==> config.mk <==
export PLATFORM = sky130hd
export DESIGN_NAME = cfm_write_engine
export DESIGN_NICKNAME = d
export VERILOG_FILES = /design/src/rtl/cfm_write_engine.sv
export SDC_FILE = /design/constraint.sdc
export NUM_CORES = 1
export LEC_CHECK = 0
export CORE_MARGIN = 1
export CORE_UTILIZATION = 37
export DETAILED_ROUTE_END_ITERATION = 10
export GPL_TIMING_DRIVEN = 0
export HOLD_SLACK_MARGIN = 0.06
export PLACE_DENSITY = 0.77
export RECOVER_POWER = 50
export SLEW_MARGIN = 5
export SYNTH_ARGS = -nofsm -noshare
export SYNTH_HDL_FRONTEND = slang
export SYNTH_SLANG_ARGS = --single-unit
==> constraint.sdc <==
create_clock -name clk -period 2.1 [get_ports clk]
set_input_delay 0.525 -clock clk [delete_from_list [all_inputs] [get_ports clk]]
set_output_delay 0.525 -clock clk [all_outputs]
set_load 0.02 [all_outputs]
==> src/rtl/cfm_write_engine.sv <==
// cfm_write_engine: programs 32-bit words into the MAX10 on-chip flash data port
// and polls the CSR status until each write retires. Optional readback: CFM_WRITE_VERIFY_EN.
module cfm_write_engine #(
   parameter int ADDR_W      = 22,
   parameter int TIMEOUT_CYC = 65535
) (
   input  logic              clk,
   input  logic              reset,
   input  logic              start_addr,
   input  logic [31:0]       addr_word,
   input  logic              start_wrdata,
   input  logic [31:0]       wr_word,
   output logic              done_data,
   output logic              err,
   output logic              busy,
   output logic [ADDR_W-1:0] avmm_data_addr,
   output logic              avmm_data_write,
   output logic              avmm_data_read,
   output logic [31:0]       avmm_data_writedata,
   input  logic [31:0]       avmm_data_readdata,
   input  logic              avmm_data_readdatavalid,
   input  logic              avmm_data_waitrequest,
   output logic              avmm_csr_addr,
   output logic              avmm_csr_read,
   input  logic [31:0]       avmm_csr_readdata
);

   localparam int CNT_W = $clog2(TIMEOUT_CYC + 1);
   localparam logic [CNT_W-1:0] LP_TMO = CNT_W'(TIMEOUT_CYC);

   typedef enum logic [2:0] {
      S_IDLE,
      S_WR,
      S_POLL,
      S_CHK,
      S_DONE
`ifdef CFM_WRITE_VERIFY_EN
      ,
      S_VERIFY,
      S_VWAIT
`endif
   } state_t;

   state_t r_state;
   state_t w_next;

   logic [ADDR_W-1:0] r_addr;
   logic [31:0]       r_data;
   logic              r_err;
   logic [CNT_W-1:0]  r_cnt;

   logic             w_stat_busy;
   logic             w_stat_ws;
   logic [CNT_W-1:0] w_cnt_inc;
   logic             w_tmo;
   logic             w_idle;
   logic             w_unused;

   assign w_stat_busy = |avmm_csr_readdata[1:0];
   assign w_stat_ws   = avmm_csr_readdata[3];
   assign w_cnt_inc   = r_cnt + 1'b1;
   assign w_tmo       = (w_cnt_inc == LP_TMO);
   assign w_idle      = (r_state == S_IDLE);

   // Byte-address bits outside the word window and reserved status bits are ignored.
   assign w_unused = ^{addr_word[31:ADDR_W+2], addr_word[1:0],
                       avmm_csr_readdata[31:4], avmm_csr_readdata[2],
                       avmm_data_readdata, avmm_data_readdatavalid};

   always_ff @(posedge clk) begin
      if (reset) begin
         r_state <= S_IDLE;
      end else begin
         r_state <= w_next;
      end
   end

   always_comb begin
      w_next = r_state;
      unique case (r_state)
         S_IDLE: begin
            if (start_wrdata) begin
               w_next = S_WR;
            end
         end
         S_WR: begin
            if (!avmm_data_waitrequest) begin
               w_next = S_POLL;
            end
         end
         S_POLL: begin
            w_next = S_CHK;
         end
         S_CHK: begin
            if (w_stat_busy) begin
               w_next = w_tmo ? S_DONE : S_POLL;
            end else begin
`ifdef CFM_WRITE_VERIFY_EN
               w_next = w_stat_ws ? S_VERIFY : S_DONE;
`else
               w_next = S_DONE;
`endif
            end
         end
`ifdef CFM_WRITE_VERIFY_EN
         S_VERIFY: begin
            if (!avmm_data_waitrequest) begin
               w_next = S_VWAIT;
            end
         end
         S_VWAIT: begin
            if (avmm_data_readdatavalid) begin
               w_next = S_DONE;
            end
         end
`endif
         S_DONE: begin
            w_next = S_IDLE;
         end
         default: begin
            w_next = S_IDLE;
         end
      endcase
   end

   // A same-cycle address load lands before the write, so the write uses it.
   always_ff @(posedge clk) begin
      if (reset) begin
         r_addr <= '0;
         r_data <= '0;
         r_err  <= 1'b0;
         r_cnt  <= '0;
      end else begin
         if (w_idle && start_addr) begin
            r_addr <= addr_word[ADDR_W+1:2];
            r_err  <= 1'b0;
         end
         if (w_idle && start_wrdata) begin
            r_data <= wr_word;
            r_cnt  <= '0;
         end
         if (r_state == S_CHK) begin
            if (w_stat_busy) begin
               r_cnt <= w_cnt_inc;
               if (w_tmo) begin
                  r_err <= 1'b1;
               end
            end else if (!w_stat_ws) begin
               r_err <= 1'b1;
            end
         end
`ifdef CFM_WRITE_VERIFY_EN
         if ((r_state == S_VWAIT) && avmm_data_readdatavalid &&
             (avmm_data_readdata != r_data)) begin
            r_err <= 1'b1;
         end
`endif
         if (r_state == S_DONE) begin
            r_addr <= r_addr + 1'b1;
         end
      end
   end

   // Strobes are gated by reset so a mid-operation reset drops them at once.
   always_comb begin
      avmm_data_write = 1'b0;
      avmm_data_read  = 1'b0;
      avmm_csr_read   = 1'b0;
      done_data       = 1'b0;
      busy            = 1'b0;
      if (!reset) begin
         avmm_data_write = (r_state == S_WR);
         avmm_csr_read   = (r_state == S_POLL);
         done_data       = (r_state == S_DONE);
         busy            = !w_idle;
`ifdef CFM_WRITE_VERIFY_EN
         avmm_data_read  = (r_state == S_VERIFY);
`endif
      end
   end

   assign err                 = r_err & !reset;
   assign avmm_data_addr      = r_addr;
   assign avmm_data_writedata = r_data;
   assign avmm_csr_addr       = 1'b0;

endmodule
Word-level counts from Yosys, hierarchy flattened
Cells that the tools add are included.
Word-level totals
  register bits after elaboration: 74
  logic and storage cells: 42
Operators by class
  add/sub/neg operators: 2
  equality and inequality tests: 7
  mux-type cells: 19
  bitwise operators: 1
  reduce and logical (&&, ||, !) cells: 8
Operators by type and width (number)
  $mux W16: 3
  $mux W22: 2
  $add A22 B1 Y22 const B: 1
  $add A16 B1 Y16 const B: 1
  $eq A16 B16 Y1 const B: 1
  $mux W3: 4
  $pmux W3 S4: 1
  $mux W1: 9
  $eq A3 B2 Y1 const B: 2
  $ne A2 B2 Y1 const B: 2
  $eq A3 B1 Y1 const B: 1
  $eq A3 B3 Y1 const B: 1
  $logic_not A3 Y1: 1
  $logic_and A1 B1 Y1: 2
  $logic_not A1 Y1: 2
  $reduce_and A2 Y1: 1
  $reduce_bool A2 Y1: 1
  $reduce_or A2 Y1: 1
  $and A1 B1 Y1: 1

Logic depth before layout (Yosys ltp)
  depth after elaboration: 6
  mapped depth: 8
  gate-level depth less buffers: 6

Worst setup path before layout
Ideal clock, no wire load.
  kind: flip-flop to output port
  start: reg r_state[0]
  end: out done_data
  arrival time: 1.415 ns
  data required time: 1.575 ns
  slack: 0.160 ns
  cell stages (with the launch flop): 6
  buffers on the path: 3
  cell sequence: dfxtp_1 > buf_6 > or3b_1 > buf_6 > clkbuf_1 > nor2_1
Between the ends
  longest elaborated chain between the ends: 2
RTL lines
  start, declared: line 44  | state_t r_state;
  start signal, assigned: line 74  | r_state <= w_next;
  $eq A3 B3 Y1: line 174  | done_data = (r_state == S_DONE);
  $mux W1: line 171  | if (!reset) begin
  end, declared: line 13  | output logic done_data,
No other way between the ends.

Worst setup path in the final report
  start: reg r_state[0]
  end: reg r_addr[8], in the netlist avmm_data_addr[8]
Between the ends
  longest elaborated chain between the ends: 3
  elaborated cells between the ends (all ways): 5
RTL lines
  $logic_not A3 Y1: line 63  | assign w_idle = (r_state == S_IDLE);
  $logic_and A1 B1 Y1: line 134  | if (w_idle && start_addr) begin
  $reduce_bool A2 Y1 (no line)
  end signal, assigned: line 135  | r_addr <= addr_word[ADDR_W+1:2];
  end signal, assigned: line 159  | r_addr <= r_addr + 1'b1;
  end, declared: line 47  | logic [ADDR_W-1:0] r_addr;
Parallel ways exist; a longest one is shown, timed or not.
A chain may end at the register's enable or synchronous reset.

==> results.yml <==
setup_path:
  cp-start-kind: "flip-flop"
  cp.arrival_ps: 2310
  cpPeakStageDelay_ps: 390
  reg2reg_to: "avmm_data_addr[8]"
  path_cells: "buf_6 -> or3b_4 -> buf_6 -> buf_12 -> nor3_4 -> buf_4 -> a311oi_1 -> a2111oi_0"
  worst-path-max-fanout: 8
  critPathCaptureType: "flip-flop"
  cpMostUsedCell: "buf_6"
  rr_worst_depth: 8
  crit_type: "reg -> reg"
  reg2reg_from: "r_state[0]"
  cpMaxStageDelayCell: "or3b_4"
  worst-r2r-setup-slack_ps: 30
  cp.required_ps: 2340
global_routing:
  grt_start_max_net_pins: 13
  grt_first_pass_wirelength_mm: 16.8
  antenna_found_initial: 0
  track_usage: 0.213
  grt_pass1_vias: 3480
  overflow: 0
sta:
  slew_headroom: 0.544
  drv_slew: 0
  max_freq_mhz: 483
  tightest_slew_ps: 684
  fin_crit_ps: 2070
  setup_viol: 0
  rsz0062_at_grt: "true"
  hold_viol: 0
  fin_crit_sh: 0.985
  setup_slack_ps: 31.4
  skew_ps: 9.95
  tns_ps: 0
cts:
  cts_buffers: 9
  clkTransAtPathRegs_ps: 80
  cts.path.max_buffers: 2
  cts_tree: "built"
  root_buffer: "clkbuf_8"
  clock_sinks: 74
  cts_hold_buf: 0
  insertion_delay_ps: 350
  htreeDepth: 3
route:
  drc: 0
  routed_wl_mm: 10.6
  routed-wl-met3_um: 897
  routed_via_density: 5.39
  wl_met2_mm: 5.08
  wl_met1_mm: 4.49
  detail-route-antenna-nets: 0
  wl_per_cell_um: 14.8
  dr.max_layer_used: "met4"
  drtIter0Drc: 185
  vias: 3871
  drt_first_pass_iters: 4
cells_and_area:
  nFillCells: 837
  syn_to_final_growth_pct: 49.3
  post_layout_nonfiller_instances: 718
  final_core_util: 0.570
  fin_nets: 721
  drive_gt1_frac: 0.110
  antenna_cells: 0
min_path:
  holdPathStages: 2
  hp-start: "avmm_data_writedata[3]"
  hold_class: "reg -> reg"
  min_to: "avmm_data_writedata[3]"
logic_synthesis:
  ys_seq_area_frac: 0.420
  ys_ff_latch: 74
  synth_warnings: 0
  syn_area_per_cell_um2: 7.90
  netlist_area_um2: 3530
  async_flop_share: 0
  synth.distinct_cells: 60
  synth-edff-count: 0
  synth_cells: 447
  synth_top_flop_cell: "dfxtp_1"
floorplanning:
  num_rows: 35
  die_area_um2: 9930
  coreArea_um2: 9240
  die_w_um: 99.7
  pin_count: 195
  die_y_um: 99.7
  start_util: 0.382
job:
  maxCapViolations: 0
place:
  hpwl_mm: 7.66
  portBuffers: 120
  pre_cts_slack_ps: -1060
  place_inst: 697
  gp_congestion: 0.903
run_status:
  outcome: "completed"
power:
  vdd_drop_max_mv: 0.406
  power_frac_seq: 0.407
  p_total_uw: 3960
  swShare: 0.291
  pwr-share-clk: 0.353
  powerDensity_nw_per_um2: 752
  internal-power_uw: 2810
  p_sw_uw: 1150
  p_leak_uw: 0.00192
  combPwrFrac: 0.239
-- critical path: cells and delay by family (launching register included) --
family / cells / cell delay [ps]
AOI/OAI and AO/OA: 2 / 400
DFF: 1 / 310
and+or+nand+nor: 2 / 680
buffers and inverters: 4 / 560
-- power by group through the flow --
stage                     Combinational (uW)  Clock (uW)  Sequential (uW)
after floorplan                          366           0             1750
after global placement                   924           0             1640
after detailed placement                 938           0             1640
after CTS                                946        1420             1610
after global routing                    1030        1480             1630
final                                    949        1400             1610
-- registers in the layout, indices dropped and copies added, names as in the netlist --
| signal | cells |
|---|---|
| avmm_data_addr | 22 |
| avmm_data_writedata | 32 |
| r_cnt | 16 |
| r_err | 1 |
| r_state | 3 |
-- cell type report --
cell class                 instances  area (um^2)  area share
clock buffer                      12          155      0.0294
timing repair buffer             128         1270       0.240
tap                              129          161      0.0306
inverter                           5         18.8     0.00356
clock inverter                     4         97.6      0.0185
multi-input combinational        336         1920       0.365
buffer                            30          165      0.0313
sequential                        74         1480       0.282
-- how the worst max path moves through the flow --
| stage | start | end | slack [ps] | cells past startpoint |
|---|---|---|---|---|
| finish | r_state[0] | avmm_data_addr[8] | 30 | 8 |
| global route | r_cnt[0] | r_state[1] | -10 | 6 |
| CTS | r_state[1] | avmm_csr_read | 0.7 | 3 |
| detailed placement | reset | done_data | -1060 | 5 |
| global placement | reset | busy | -1040 | 5 |
| floorplan | r_state[0] | done_data | 160 | 5 |
-- stage by stage --
| stage | area (um^2) | hold WS, ps |
|---|---|---|
| 5_1_grt | 5270 | 473 |
| 4_1_cts | 5200 | 457 |
| 6_report | 5270 | 455 |
| 3_3_place_gp | 4900 | 441 |
| 3_5_place_dp | 4900 | 447 |
| 2_1_floorplan | 3530 | 451 |
-- kinds of logic after synthesis --
| kind of cell | share of synthesized area |
|---|---|
| simple gates | 0.282 |
| compound gates | 0.216 |
| flops | 0.420 |
| buf+inv | 0.0486 |
| xor+xnor | 0.0124 |
| fa+ha+maj | 0.0106 |
| mux | 0.00922 |
| other cells | 0.00106 |
-- layer usage --
| metal | vias to the layer above | global-route usage |
|---|---|---|
| li1 | 1886 | - |
| met1 | 1791 | 0.257 |
| met2 | 177 | 0.365 |
| met3 | 17 | 0.0618 |
| met4 | 0 | 0.0667 |
| met5 | - | 0 |
-- timing repair --
action | CTS | global route
buffers inserted | 3 | 5
gates resized for setup | 24 | 25
pin swaps | 0 | 4
endpoints found under the setup margin | 22 | 30
-- synthesized netlist by cell type, types with 3 or more instances --
cell type | number | area [um^2]
and4_1 | 4 | 35.0
a2bb2oi_1 | 3 | 26.3
xnor2_1 | 3 | 26.3
a21oi_1 | 60 | 300
nand3_1 | 15 | 75.1
nor3_1 | 5 | 25.0
nor2_1 | 35 | 131
a31oi_1 | 11 | 68.8
a211oi_1 | 5 | 37.5
and2_1 | 3 | 18.8
clkbuf_1 | 24 | 90.1
nand4b_1 | 4 | 35.0
a311oi_1 | 7 | 61.3
and3_1 | 6 | 37.5
buf_2 | 5 | 25.0
nor4_1 | 3 | 18.8
nand4_1 | 9 | 56.3
ha_1 | 3 | 37.5
o21ai_0 | 15 | 75.1
inv_1 | 5 | 18.8
or4_1 | 4 | 30.0
dfxtp_1 | 74 | 1480
nand2_1 | 94 | 353
-- layout by cell type (no fill, tap or decap), types with 3 or more instances in the layout --
cell / synthesis / routed
a211oi_1: 5 / 5
nand2_1: 94 / 94
a2bb2oi_1: 3 / 3
clkbuf_1: 24 / 16
clkbuf_2: 0 / 5
xnor2_1: 3 / 3
buf_4: 2 / 9
nand3_1: 15 / 13
inv_1: 5 / 5
and2_1: 3 / 3
a311oi_1: 7 / 7
clkbuf_4: 0 / 3
nand4b_1: 4 / 4
buf_2: 5 / 4
o21ai_0: 15 / 14
and4_1: 4 / 4
bufinv_16: 0 / 3
clkbuf_8: 0 / 12
buf_6: 2 / 3
nor2_1: 35 / 34
dfxtp_1: 74 / 72
nor3_1: 5 / 4
nand4_1: 9 / 9
or4_1: 4 / 4
a21oi_1: 60 / 60
clkdlybuf4s50_1: 0 / 113
a31oi_1: 11 / 11
and3_1: 6 / 6
(Power assumes the default switching activity.)
